==> config.mk <==
export PLATFORM = sky130hd
export DESIGN_NAME = uart_sram64
export DESIGN_NICKNAME = d
export VERILOG_FILES = /design/src/rtl/uart_sram_pkg.sv /design/src/rtl/uart_sram64_sync_fifo.sv /design/src/rtl/uart_sram64.sv
export SDC_FILE = /design/constraint.sdc
export NUM_CORES = 1
export LEC_CHECK = 0
export CORE_ASPECT_RATIO = 1.25
export CORE_MARGIN = 8
export CORE_UTILIZATION = 45
export CTS_CLUSTER_SIZE = 14
export DETAILED_ROUTE_END_ITERATION = 8
export PLACE_DENSITY = 0.7
export SKIP_LAST_GASP = 1
export SYNTH_ARGS = -nofsm -noshare
export SYNTH_HDL_FRONTEND = slang
export SYNTH_HIERARCHICAL = 1
export SYNTH_SLANG_ARGS = --single-unit
==> constraint.sdc <==
create_clock -name clk -period 4.5 [get_ports clk]
set_input_delay 0.9 -clock clk [delete_from_list [all_inputs] [get_ports clk]]
set_output_delay 0.9 -clock clk [all_outputs]
set_load 0.05 [all_outputs]
==> src/rtl/uart_sram_pkg.sv <==
// Shared constants for the UART SRAM responder: register selects, STATUS/CTRL bit
// positions and the CTRL reset value.
package uart_sram_pkg;

    typedef enum logic [1:0] {
        REG_TXDATA = 2'd0,
        REG_RXDATA = 2'd1,
        REG_STATUS = 2'd2,
        REG_CTRL   = 2'd3
    } reg_sel_e;

    localparam int ST_TX_FULL    = 0;
    localparam int ST_TX_EMPTY   = 1;
    localparam int ST_RX_EMPTY   = 2;
    localparam int ST_RX_FULL    = 3;
    localparam int ST_RX_OVERRUN = 4;
    localparam int ST_TX_OVFL    = 5;
    localparam int ST_TX_CNT     = 8;
    localparam int ST_RX_CNT     = 16;

    localparam int CT_TX_EN = 0;
    localparam int CT_RX_EN = 1;
    localparam int CT_RXIE  = 2;
    localparam int CT_TXIE  = 3;

    localparam logic [3:0] CTRL_RST = 4'b0011;

endpackage

==> src/rtl/uart_sram64_sync_fifo.sv <==
// Synchronous FIFO with wrap-bit pointers; head is read combinationally from storage.
module sync_fifo #(
    parameter int WIDTH = 8,
    parameter int DEPTH = 16
) (
    input  logic                     clk,
    input  logic                     rst,
    input  logic                     push_i,
    input  logic                     pop_i,
    input  logic [WIDTH-1:0]         din_i,
    output logic [WIDTH-1:0]         head_o,
    output logic                     full_o,
    output logic                     empty_o,
    output logic [$clog2(DEPTH):0]   count_o
);
    localparam int AW = $clog2(DEPTH);

    logic [WIDTH-1:0] mem_q [DEPTH];
    logic [AW:0]      wptr_q, rptr_q;
    logic             push_ok, pop_ok;

    assign count_o = wptr_q - rptr_q;
    assign full_o  = (count_o == (AW+1)'(DEPTH));
    assign empty_o = (wptr_q == rptr_q);
    assign head_o  = mem_q[rptr_q[AW-1:0]];

    // Acceptance uses pre-edge full/empty: a push to a full FIFO is refused even
    // when a pop frees a slot in the same cycle.
    assign push_ok = push_i & ~full_o;
    assign pop_ok  = pop_i & ~empty_o;

    always_ff @(posedge clk or posedge rst) begin
        if (rst) begin
            wptr_q <= '0;
            rptr_q <= '0;
        end else begin
            if (push_ok) wptr_q <= wptr_q + 1'b1;
            if (pop_ok)  rptr_q <= rptr_q + 1'b1;
        end
    end

    always_ff @(posedge clk) begin
        if (push_ok) mem_q[wptr_q[AW-1:0]] <= din_i;
    end

endmodule

==> src/rtl/uart_sram64.sv <==
// Memory-mapped UART responder: TX/RX byte FIFOs between the CPU SRAM port and the PHY.
// Optional interrupt output enabled by defining UART_SRAM_IRQ_EN.
module uart_sram64
    import uart_sram_pkg::*;
#(
    parameter int LEN_ADDR = 64,
    parameter int LEN_DATA = 64,
    parameter int TX_DEPTH = 16,
    parameter int RX_DEPTH = 16
) (
    input  logic                  clk,
    input  logic                  rst,
    input  logic [LEN_ADDR-1:0]   addra,
    input  logic [LEN_DATA-1:0]   dina,
    output logic [LEN_DATA-1:0]   douta,
    input  logic                  ena,
    input  logic [LEN_DATA/8-1:0] wea,
    output logic [7:0]            tx_data,
    output logic                  tx_valid,
    input  logic                  tx_ready,
    input  logic [7:0]            rx_data,
    input  logic                  rx_ready
`ifdef UART_SRAM_IRQ_EN
    ,output logic                 irq
`endif
);
    localparam int TAW = $clog2(TX_DEPTH);
    localparam int RAW = $clog2(RX_DEPTH);

`ifdef UART_SRAM_IRQ_EN
    localparam logic [3:0] CTRL_WMASK = 4'hF;
`else
    localparam logic [3:0] CTRL_WMASK = 4'h3;
`endif

    reg_sel_e            sel;
    logic                rd, wr;
    logic [LEN_DATA-1:0] douta_q, douta_d, rdata;
    logic [3:0]          ctrl_q, ctrl_d;
    logic                tx_ovf_q, tx_ovf_d, rx_ovr_q, rx_ovr_d;
    logic [31:0]         status;

    logic                tx_push, tx_pop, tx_full, tx_empty;
    logic [7:0]          tx_head;
    logic [TAW:0]        tx_cnt;
    logic                rx_push, rx_pop, rx_full, rx_empty;
    logic [7:0]          rx_head;
    logic [RAW:0]        rx_cnt;

    logic unused_bits;
    assign unused_bits = ^{addra[LEN_ADDR-1:5], addra[2:0], dina[LEN_DATA-1:8]};

    assign sel = reg_sel_e'(addra[4:3]);
    assign rd  = ena & ~(|wea);
    assign wr  = ena & (|wea);

    assign tx_push  = wr & wea[0] & (sel == REG_TXDATA);
    assign tx_valid = ctrl_q[CT_TX_EN] & ~tx_empty;
    assign tx_pop   = tx_valid & tx_ready;
    assign tx_data  = tx_head;

    assign rx_push = rx_ready & ctrl_q[CT_RX_EN];
    assign rx_pop  = rd & (sel == REG_RXDATA) & ~rx_empty;

    sync_fifo #(.WIDTH(8), .DEPTH(TX_DEPTH)) u_tx_fifo (
        .clk(clk), .rst(rst), .push_i(tx_push), .pop_i(tx_pop), .din_i(dina[7:0]),
        .head_o(tx_head), .full_o(tx_full), .empty_o(tx_empty), .count_o(tx_cnt)
    );

    sync_fifo #(.WIDTH(8), .DEPTH(RX_DEPTH)) u_rx_fifo (
        .clk(clk), .rst(rst), .push_i(rx_push), .pop_i(rx_pop), .din_i(rx_data),
        .head_o(rx_head), .full_o(rx_full), .empty_o(rx_empty), .count_o(rx_cnt)
    );

    always_comb begin
        status                 = '0;
        status[ST_TX_FULL]     = tx_full;
        status[ST_TX_EMPTY]    = tx_empty;
        status[ST_RX_EMPTY]    = rx_empty;
        status[ST_RX_FULL]     = rx_full;
        status[ST_RX_OVERRUN]  = rx_ovr_q;
        status[ST_TX_OVFL]     = tx_ovf_q;
        status[ST_TX_CNT+:8]   = 8'(tx_cnt);
        status[ST_RX_CNT+:8]   = 8'(rx_cnt);

        rdata = '0;
        case (sel)
            REG_RXDATA: if (!rx_empty) rdata[8:0] = {1'b1, rx_head};
            REG_STATUS: rdata[31:0] = status;
            REG_CTRL:   rdata[3:0]  = ctrl_q;
            default:    rdata = '0;
        endcase
        douta_d = rd ? rdata : douta_q;

        ctrl_d = ctrl_q;
        if (wr && wea[0] && sel == REG_CTRL) ctrl_d = dina[3:0] & CTRL_WMASK;

        // W1C first, then this cycle's set, so a coincident set wins.
        tx_ovf_d = tx_ovf_q;
        rx_ovr_d = rx_ovr_q;
        if (wr && wea[0] && sel == REG_STATUS) begin
            if (dina[ST_TX_OVFL])    tx_ovf_d = 1'b0;
            if (dina[ST_RX_OVERRUN]) rx_ovr_d = 1'b0;
        end
        if (tx_push && tx_full) tx_ovf_d = 1'b1;
        if (rx_push && rx_full) rx_ovr_d = 1'b1;
    end

    always_ff @(posedge clk or posedge rst) begin
        if (rst) begin
            douta_q  <= '0;
            ctrl_q   <= CTRL_RST;
            tx_ovf_q <= 1'b0;
            rx_ovr_q <= 1'b0;
        end else begin
            douta_q  <= douta_d;
            ctrl_q   <= ctrl_d;
            tx_ovf_q <= tx_ovf_d;
            rx_ovr_q <= rx_ovr_d;
        end
    end

    assign douta = douta_q;

`ifdef UART_SRAM_IRQ_EN
    logic irq_q;
    always_ff @(posedge clk or posedge rst) begin
        if (rst) irq_q <= 1'b0;
        else     irq_q <= (ctrl_q[CT_RXIE] & ~rx_empty) | (ctrl_q[CT_TXIE] & tx_empty) | rx_ovr_q;
    end
    assign irq = irq_q;
`endif

endmodule

* Word-level counts from Yosys, hierarchy flattened *
Memory sizes are Yosys's and may differ from the RTL's.
Cells that the tools add are included.

storage, ports and cells
  bits in registers = 56
  bits in writable memories = 256
  input port bits = 149
  output and inout bits = 73
  word-level logic and storage cells = 68
  memories kept = 2

cells by class
  add/subtract/negate cells = 6
  equality and inequality tests = 7
  mux-type cells = 14
  bitwise operators = 18
  reductions and logical operators = 13

memories
  memory           depth  width  read ports  clocked after Yosys merged registers in  write ports  RTL line                     source
  u_rx_fifo.mem_q  16     8      1           0                                        1            uart_sram64_sync_fifo.sv:18  logic [WIDTH-1:0] mem_q [DEPTH];
  u_tx_fifo.mem_q  16     8      1           0                                        1            uart_sram64_sync_fifo.sv:18

operators by type and width
  kind                   number
  $add A5 B1 Y5 const B  4
  $and A1 B1 Y1          13
  $mux W12               1
  $pmux W4 S3            1
  $eq A5 B5 Y1           2
  $eq A5 B5 Y1 const B   2
  $mux W1                10
  $pmux W5 S2            1
  $sub A5 B5 Y5          2
  $mux W9                1
  $reduce_bool A2 Y1     4
  $reduce_or A8 Y1       1
  $logic_and A1 B1 Y1    5
  $not A1 Y1             5
  $eq A2 B2 Y1 const B   2
  $reduce_and A2 Y1      2
  $eq A2 B1 Y1 const B   1
  $logic_not A2 Y1       1

* Logic depth before layout (Yosys ltp) *
Gate-level depths: netlist of the first run.

  depth in word-level cells = 7
  gate-level depth with buffers = 11
  depth with buffers taken out = 11

* Cells and area by module *
The synthesis of the first run kept the hierarchy.

by module, submodules not included
  module       instances  cells an instance  area each (sq um)
  sync_fifo    2          310                5651.7
  uart_sram64  1          156                1535.2

* Worst setup path before layout of the first run *
OpenSTA, ideal clock, no wires.

  path type = reg-to-reg
  start point = reg u_tx_fifo.rptr_q[2]
  end point = reg u_tx_fifo.rptr_q[3]
  arrival time = 2.978 ns
  data required time = 4.367 ns
  setup slack = 1.389 ns
  stages on the path, launching flop included = 12
  path buffers = 2
  period minus slack after synthesis = 3.111 ns
  cells stage by stage = dfrtp_1 -> buf_2 -> buf_2 -> clkinv_1 -> ha_1 -> nand4_1 -> nor2_1 -> nor2b_1 -> and2_1 -> nor2b_1 -> nand4_1 -> xnor2_1

between the ends
  word-level cells in the longest chain between the ends = 5
  elaborated cells on any way between the ends = 6
  those cells by class = add/sub (1); eq/ne (1); bitwise (4)

RTL lines
  what                    RTL line                     source
  from (decl)             uart_sram64_sync_fifo.sv:19  logic [AW:0] wptr_q, rptr_q;
  from (signal assigned)  uart_sram64_sync_fifo.sv:38  if (pop_ok) rptr_q <= rptr_q + 1'b1;
  $eq A5 B5 Y1            uart_sram64_sync_fifo.sv:24  assign empty_o = (wptr_q == rptr_q);
  named net tx_empty      uart_sram64.sv:43            logic tx_push, tx_pop, tx_full, tx_empty;
  $not A1 Y1              uart_sram64.sv:58            assign tx_valid = ctrl_q[CT_TX_EN] & ~tx_empty;
  $and A1 B1 Y1           uart_sram64.sv:58
  named net tx_valid      uart_sram64.sv:19            output logic tx_valid,
  $and A1 B1 Y1           uart_sram64.sv:59            assign tx_pop = tx_valid & tx_ready;
  named net tx_pop        uart_sram64.sv:43
  $and A1 B1 Y1           uart_sram64_sync_fifo.sv:30  assign pop_ok = pop_i & ~empty_o;

The timed path passes the listed nets, and every way through them passes these cells.
A chain may end at the register's enable or synchronous reset.

* Worst setup path after layout of the first run *
  start point = reg u_tx_fifo.rptr_q[3]
  end point = out tx_valid

between the ends
  word-level cells in the longest chain between the ends = 3

RTL lines
  what                RTL line
  $eq A5 B5 Y1        uart_sram64_sync_fifo.sv:24
  named net tx_empty  uart_sram64.sv:43
  $not A1 Y1          uart_sram64.sv:58
  $and A1 B1 Y1       uart_sram64.sv:58
  to (decl)           uart_sram64.sv:19

The timed path passes the listed nets, and every way through them passes these cells.

==> flow_summary.json, run 1 <==
{
  "end_kind": "primary output",
  "max_stage_delay_ns": 0.84,
  "synth_edf_count": 256,
  "postCtsHoldBufs": 0,
  "final_cell_mix": "edfxtp_1, nand2_1, mux4_2, clkdlybuf4s50_1, conb_1",
  "grt.total_usage": 0.151,
  "grt_pass1_vias": 6807,
  "fp.dieH_microns": 205,
  "finClkSkew_ns": 0.0177,
  "tightest_slew_ns": 1.36,
  "setup_viol": 0,
  "cts_made_buffers": 30,
  "clkTransAtPathRegs_ns": 0.06,
  "fin_tns_setup_ns": 0,
  "p_sw_mw": 2.45,
  "drive_gt1_frac": 0.170,
  "max_slew_margin": 0.0833,
  "grt-ovfl-total": 0,
  "slew_violations": 0,
  "clockBufferDepth": 3,
  "tritoncts": "built",
  "cp.arrival_ns": 3.17,
  "synth_area_sq_um": 12800,
  "internal_power_mw": 5.30,
  "clk_latency_ns": 0.55,
  "crit_slowest_cell": "clkdlybuf4s50_1",
  "p_seq_frac": 0.429,
  "start_util": 0.455,
  "vias_per_cell": 5.31,
  "rsz0062_at_grt": "no",
  "p_sw_frac": 0.316,
  "finalCritPeriodShare": 0.904,
  "reg2reg_from": "u_tx_fifo/rptr_q[3]",
  "synth_cell_types": 43,
  "cts.repair.resized": 0,
  "drt-total-wl_microns": 25700,
  "p_clk_frac": 0.299,
  "mostFrequentLayoutCell": "edfxtp_1",
  "post_cts_buffers": 0,
  "p_leak_nw": 5.16,
  "vias": 6496,
  "pwr-share-comb": 0.273,
  "portBuffers": 57,
  "crit_start": "u_tx_fifo/rptr_q[3]",
  "status": "completed",
  "max_freq_mhz": 246,
  "place_area_sq_um": 13600,
  "syn_avg_cell_area_sq_um": 16.5,
  "nFillCells": 2292,
  "die_area_sq_um": 34200,
  "path_cells": "inv_1 -> ha_1 -> nand4_1 -> nor2_1 -> nor2b_1 -> clkdlybuf4s50_1",
  "clock-root-buffer": "clkbuf_16",
  "finalNetCount": 1023,
  "p_per_area_nw_per_um2": 533,
  "antenna_found_initial": 0,
  "post-dp-hpwl_microns": 17100,
  "cts.sinks": 298,
  "io-pin-count": 222,
  "crit_type": "reg -> out",
  "ys_warn_count": 6,
  "htreeDepth": 1,
  "crit_required_ns": 3.60,
  "synthCells": 776,
  "final-hold-violation-count": 0,
  "period_needed_ns": 4.07,
  "coreArea_sq_um": 28200,
  "rows": 69,
  "wl_per_cell_microns": 21.0,
  "hp-start": "u_rx_fifo/rptr_q[4]",
  "drv_cap": 0,
  "ir_drop_uv": 319,
  "worstSetupStartpointType": "flip-flop",
  "n_antenna_cell": 0,
  "crit_fanout": 11,
  "min_path_type": "reg -> reg",
  "syn2layout_area_growth_pct": 13.2,
  "grt_max_degree": 36,
  "die-width_microns": 167,
  "drtIter0Drc": 335,
  "ys_seq_elements": 298,
  "drc": 0,
  "first_pass_iters": 4,
  "synth_ff_type": "edfxtp_1",
  "ys_seq_area_frac": 0.681,
  "grt_pass1_wl_microns": 39800,
  "gp_congestion": 0.766,
  "async_flop_share": 0.141,
  "final_antenna_net_count": 0,
  "stdcell_area_sq_um": 14500
}
-- state kept, by name (all words and copies together) (netlist names), 2 cells and up --
register          cells
u_rx_fifo/mem_q     128
u_tx_fifo/mem_q     128
douta                18
u_rx_fifo/rptr_q      5
u_rx_fifo/wptr_q      5
u_tx_fifo/rptr_q      5
u_tx_fifo/wptr_q      5
ctrl_q                2
-- area by class of cell --
class                      instances  area (sq um)  share of cell area
clock buffer                      34           766              0.0527
clock inverter                    18           150              0.0103
inverter                          30           118             0.00809
multi-input combinational        415          3600               0.248
sequential                       298          8740               0.601
tap                              355           444              0.0306
timing repair buffer              74           711              0.0489
-- worst max-delay path, delay by kind of cell (launching register included) --
kind / cells / cell delay [ns]
DFF: 1 / 0.69
and+or+nand+nor: 3 / 0.36
buffers and inverters: 2 / 1.16
adders and majority gates: 1 / 0.41
-- path summary, 6_finish.rpt --
kind	endpoint	slack, ns	depth (start not counted)
max	tx_valid	0.43	6
max in group asynchronous	douta[5]	3.06	2
min	u_rx_fifo/rptr_q[4]	0.50	1
max reg2reg	u_tx_fifo/mem_q[3][1]	0.77	7
min reg2reg	u_rx_fifo/rptr_q[4]	0.50	1
min in group asynchronous	u_tx_fifo/wptr_q[3]	0.72	2
-- layer usage --
metal / wire (microns) / GRT usage / up-vias
li1: - / - / 2997
met1: 10000 / 0.174 / 3332
met2: 14200 / 0.287 / 131
met3: 1040 / 0.0251 / 36
met4: 408 / 0.0374 / 0
met5: 0 / 0 / -
-- kinds of logic (layout without fill, tap and decap cells) --
| family | count (synthesis) | count (layout) | share of synthesized area |
|---|---|---|---|
| adders and majority gates | 25 | 25 | 0.0255 |
| xor gates and xnor gates | 20 | 20 | 0.0136 |
| and+or+nand+nor | 199 | 199 | 0.0760 |
| muxes | 84 | 84 | 0.129 |
| AOI/OAI and AO/OA | 41 | 41 | 0.0232 |
| DFF | 298 | 298 | 0.681 |
| buffers and inverters | 108 | 156 | 0.0516 |
| other | 1 | 46 | 0.000292 |
-- cell usage after synthesis, types with 2 or more instances --
| master | number | area (sq um) |
|---|---|---|
| edfxtp_1 | 256 | 7690 |
| nand2_1 | 86 | 323 |
| mux4_2 | 64 | 1440 |
| buf_4 | 50 | 375 |
| dfrtp_1 | 40 | 1000 |
| nor2_1 | 29 | 109 |
| inv_1 | 24 | 90.1 |
| ha_1 | 23 | 288 |
| and3_1 | 19 | 119 |
| a31oi_1 | 16 | 100 |
| nand3_1 | 15 | 75.1 |
| mux2_2 | 11 | 124 |
| nor3_1 | 11 | 55.1 |
| nand4_1 | 10 | 62.6 |
| xnor2_1 | 10 | 87.6 |
| xor2_1 | 10 | 87.6 |
| mux2i_1 | 9 | 90.1 |
| a21oi_1 | 8 | 40.0 |
| buf_1 | 8 | 30.0 |
| buf_2 | 8 | 40.0 |
| nand3b_1 | 8 | 60.1 |
| and2_1 | 6 | 37.5 |
| clkbuf_1 | 6 | 22.5 |
| buf_6 | 5 | 56.3 |
| nand2b_1 | 5 | 31.3 |
| clkinv_1 | 4 | 15.0 |
| nor2b_1 | 4 | 25.0 |
| o21ai_0 | 4 | 20.0 |
| a21boi_0 | 3 | 22.5 |
| a21boi_1 | 2 | 15.0 |
| a21o_1 | 2 | 15.0 |
| a22o_1 | 2 | 17.5 |
| a22oi_1 | 2 | 15.0 |
| and3b_4 | 2 | 25.0 |
| dfstp_2 | 2 | 52.6 |
| fa_1 | 2 | 40.0 |
| inv_4 | 2 | 12.5 |
| nor3_4 | 2 | 32.5 |
| o2111ai_4 | 2 | 52.6 |
-- through the flow --
stage	hold WS, ns	utilization	setup WS, ns	power (mW)	cells
3_5_place_dp	0.483	0.482	0.826	5.52	1172
4_1_cts	0.496	0.515	0.385	7.84	1224
2_1_floorplan	0.461	-	1.39	4.95	821
6_report	0.496	0.515	0.430	7.75	1224
5_1_grt	0.514	0.515	0.268	8.13	1224
3_3_place_gp	0.475	0.482	0.927	5.49	1172
-- power groups by stage --
stage	Sequential (mW)	Combinational [mW]	Clock, mW
2_1_floorplan	3.30	1.65	0
6_report	3.32	2.11	2.32
4_1_cts	3.33	2.14	2.37
5_1_grt	3.34	2.30	2.49
3_5_place_dp	3.38	2.14	0
3_3_place_gp	3.38	2.11	0
No activity file was read; power rests on OpenSTA's default activity.
==> run 2, diff against run 1 <==
Settings changed: CORE_UTILIZATION 45 to 35, PLACE_DENSITY 0.7 to not set.
==> run 2 against run 1 <==
Routed wire length grew 8.5%. Register-to-register slack better by 0.51 ns. Sequential cell count unchanged. Highest routed layer unchanged. Critical path type unchanged. Clock power grew 12%. Critical path depth did not move. Combinational power rose by 2%.
==> flow_summary.json, run 2 (synthesis gave the netlist of run 1 again) <==
{
  "met2_length_microns": 14700,
  "mostFrequentLayoutCell": "edfxtp_1",
  "finalNetCount": 1042,
  "vias": 6627,
  "postCtsHoldBufs": 0,
  "internal_power_mw": 5.58,
  "hold_depth": 1,
  "p_sw_mw": 2.51,
  "first_pass_iters": 4,
  "drtIter0Drc": 327,
  "worstSetupStartpointType": "flip-flop",
  "crit_fanout": 17,
  "fin_tns_setup_ns": 0,
  "clk_latency_ns": 0.55,
  "met3WireLength_microns": 1290,
  "end_kind": "primary output",
  "p_total_mw": 8.08,
  "htreeDepth": 1,
  "clkTransAtPathRegs_ns": 0.06,
  "r2r-end": "u_tx_fifo/mem_q[14][5]",
  "fp.dieH_microns": 230,
  "reg2reg_slack_ns": 1.28,
  "p_seq_frac": 0.413,
  "crit_slowest_cell": "clkdlybuf4s50_1",
  "max_slew_margin": 0.378,
  "grt_max_degree": 36,
  "drc": 0,
  "p_clk_frac": 0.320,
  "die-width_microns": 187,
  "portBuffers": 57,
  "grt-ovfl-total": 0,
  "drive_gt1_frac": 0.194,
  "grt_pass1_vias": 7091,
  "clock-root-buffer": "clkbuf_16",
  "antenna_found_initial": 0,
  "die_area_sq_um": 43100,
  "routed.top_layer": "met4",
  "tightest_slew_ns": 0.932,
  "final-hold-violation-count": 0,
  "rows": 78,
  "n_antenna_cell": 0,
  "max_stage_delay_ns": 0.74,
  "max_freq_mhz": 250,
  "drt-total-wl_microns": 27900,
  "setup_viol": 0,
  "reg2reg_from": "u_tx_fifo/rptr_q[0]",
  "cts_made_buffers": 30,
  "finClkSkew_ns": 0.0146,
  "pwr-share-comb": 0.267,
  "p_leak_nw": 5.33,
  "cts.sinks": 298,
  "final_antenna_net_count": 0,
  "min_path_type": "reg -> reg",
  "rr_worst_depth": 10,
  "start_util": 0.355,
  "crit_required_ns": 3.60,
  "slew_violations": 0,
  "post_cts_buffers": 0,
  "path_cells": "buf_12 -> mux4_2 -> nand2_1 -> and3_1 -> a31oi_1 -> clkdlybuf4s50_1",
  "holdPathEnd": "u_tx_fifo/rptr_q[4]",
  "coreArea_sq_um": 36200,
  "p_sw_frac": 0.310,
  "ir_drop_uv": 291,
  "met1_length_microns": 11300,
  "syn2layout_area_growth_pct": 16.5,
  "cts.repair.resized": 0,
  "finalCritPeriodShare": 0.887,
  "gp_congestion": 0.750,
  "grt.total_usage": 0.128,
  "status": "completed",
  "hp-start": "u_tx_fifo/rptr_q[4]",
  "wl_per_cell_microns": 20.3,
  "clockBufferDepth": 3,
  "final_cell_mix": "edfxtp_1, nand2_1, mux4_2, clkdlybuf4s50_1, conb_1",
  "vias_per_cell": 4.83,
  "io-pin-count": 222,
  "rsz0062_at_grt": "no",
  "drv_cap": 0,
  "cp.arrival_ns": 3.09,
  "p_per_area_nw_per_um2": 540,
  "tritoncts": "built",
  "grt_pass1_wl_microns": 42800,
  "post-dp-hpwl_microns": 18600,
  "crit_type": "reg -> out",
  "period_needed_ns": 3.99
}
## run 2: changes by cell type in the layout (fill, tap and decap cells not counted)
cell / previous run / this run
buf_4: 16 / 36
clkbuf_8: 0 / 6
clkinv_1: 9 / 4
clkbuf_1: 4 / 8
bufinv_16: 2 / 4
clkinvlp_4: 2 / 0
clkbuf_16: 30 / 31
clkdlybuf4s50_1: 57 / 56
clkinv_2: 8 / 7
clkinv_8: 1 / 0
## run 2: metal layers
layer,global-route usage,vias up
met5,0,-
met4,0.0323,0
met3,0.0233,37
met2,0.231,153
met1,0.154,3401
li1,-,3036
## run 2: through the flow
stage                util  cells  worst slack (ns)  area (sq um)  hold slack (ns)
CTS                 0.413   1372             0.425         15000            0.495
global route        0.413   1372             0.316         15000            0.512
detailed placement  0.384   1316              1.00         13900            0.483
floorplan               -    821              1.39         13000            0.461
global placement    0.384   1316              1.03         13900            0.473
finish              0.413   1372             0.508         15000            0.491
## run 2: final cells by class
type,count,area [sq um]
Multi-Input combinational cell,415,3600
Sequential cell,298,8740
Timing Repair Buffer,93,851
Tap cell,480,601
Inverter,30,118
Clock buffer,45,888
Clock inverter,11,155
Fill cell,3271,21200
## run 2: power by group through the flow
stage | Combinational [mW] | Clock [mW] | Sequential, mW
2_1_floorplan | 1.65 | 0 | 3.30
3_3_place_gp | 2.15 | 0 | 3.39
3_5_place_dp | 2.19 | 0 | 3.39
4_1_cts | 2.19 | 2.65 | 3.34
5_1_grt | 2.33 | 2.77 | 3.36
6_report | 2.16 | 2.59 | 3.34
## run 2: worst max-delay path, delay by kind of cell (launching register included)
| kind | cells | cell delay (ns) |
|---|---|---|
| and+or+nand+nor | 2 | 0.30 |
| muxes | 1 | 0.51 |
| DFF | 1 | 0.67 |
| buffers and inverters | 2 | 1.00 |
| AOI/OAI and AO/OA | 1 | 0.07 |
## run 2: how the worst max path moves through the flow
stage,start,end,cells past startpoint
detailed placement,u_tx_fifo/rptr_q[0],tx_data[5],6
finish,u_tx_fifo/rptr_q[0],tx_data[5],6
global placement,u_tx_fifo/rptr_q[0],tx_data[5],6
floorplan,u_tx_fifo/rptr_q[2],u_tx_fifo/rptr_q[3],11
CTS,u_tx_fifo/rptr_q[0],tx_data[5],6
global route,u_tx_fifo/rptr_q[0],tx_data[5],6
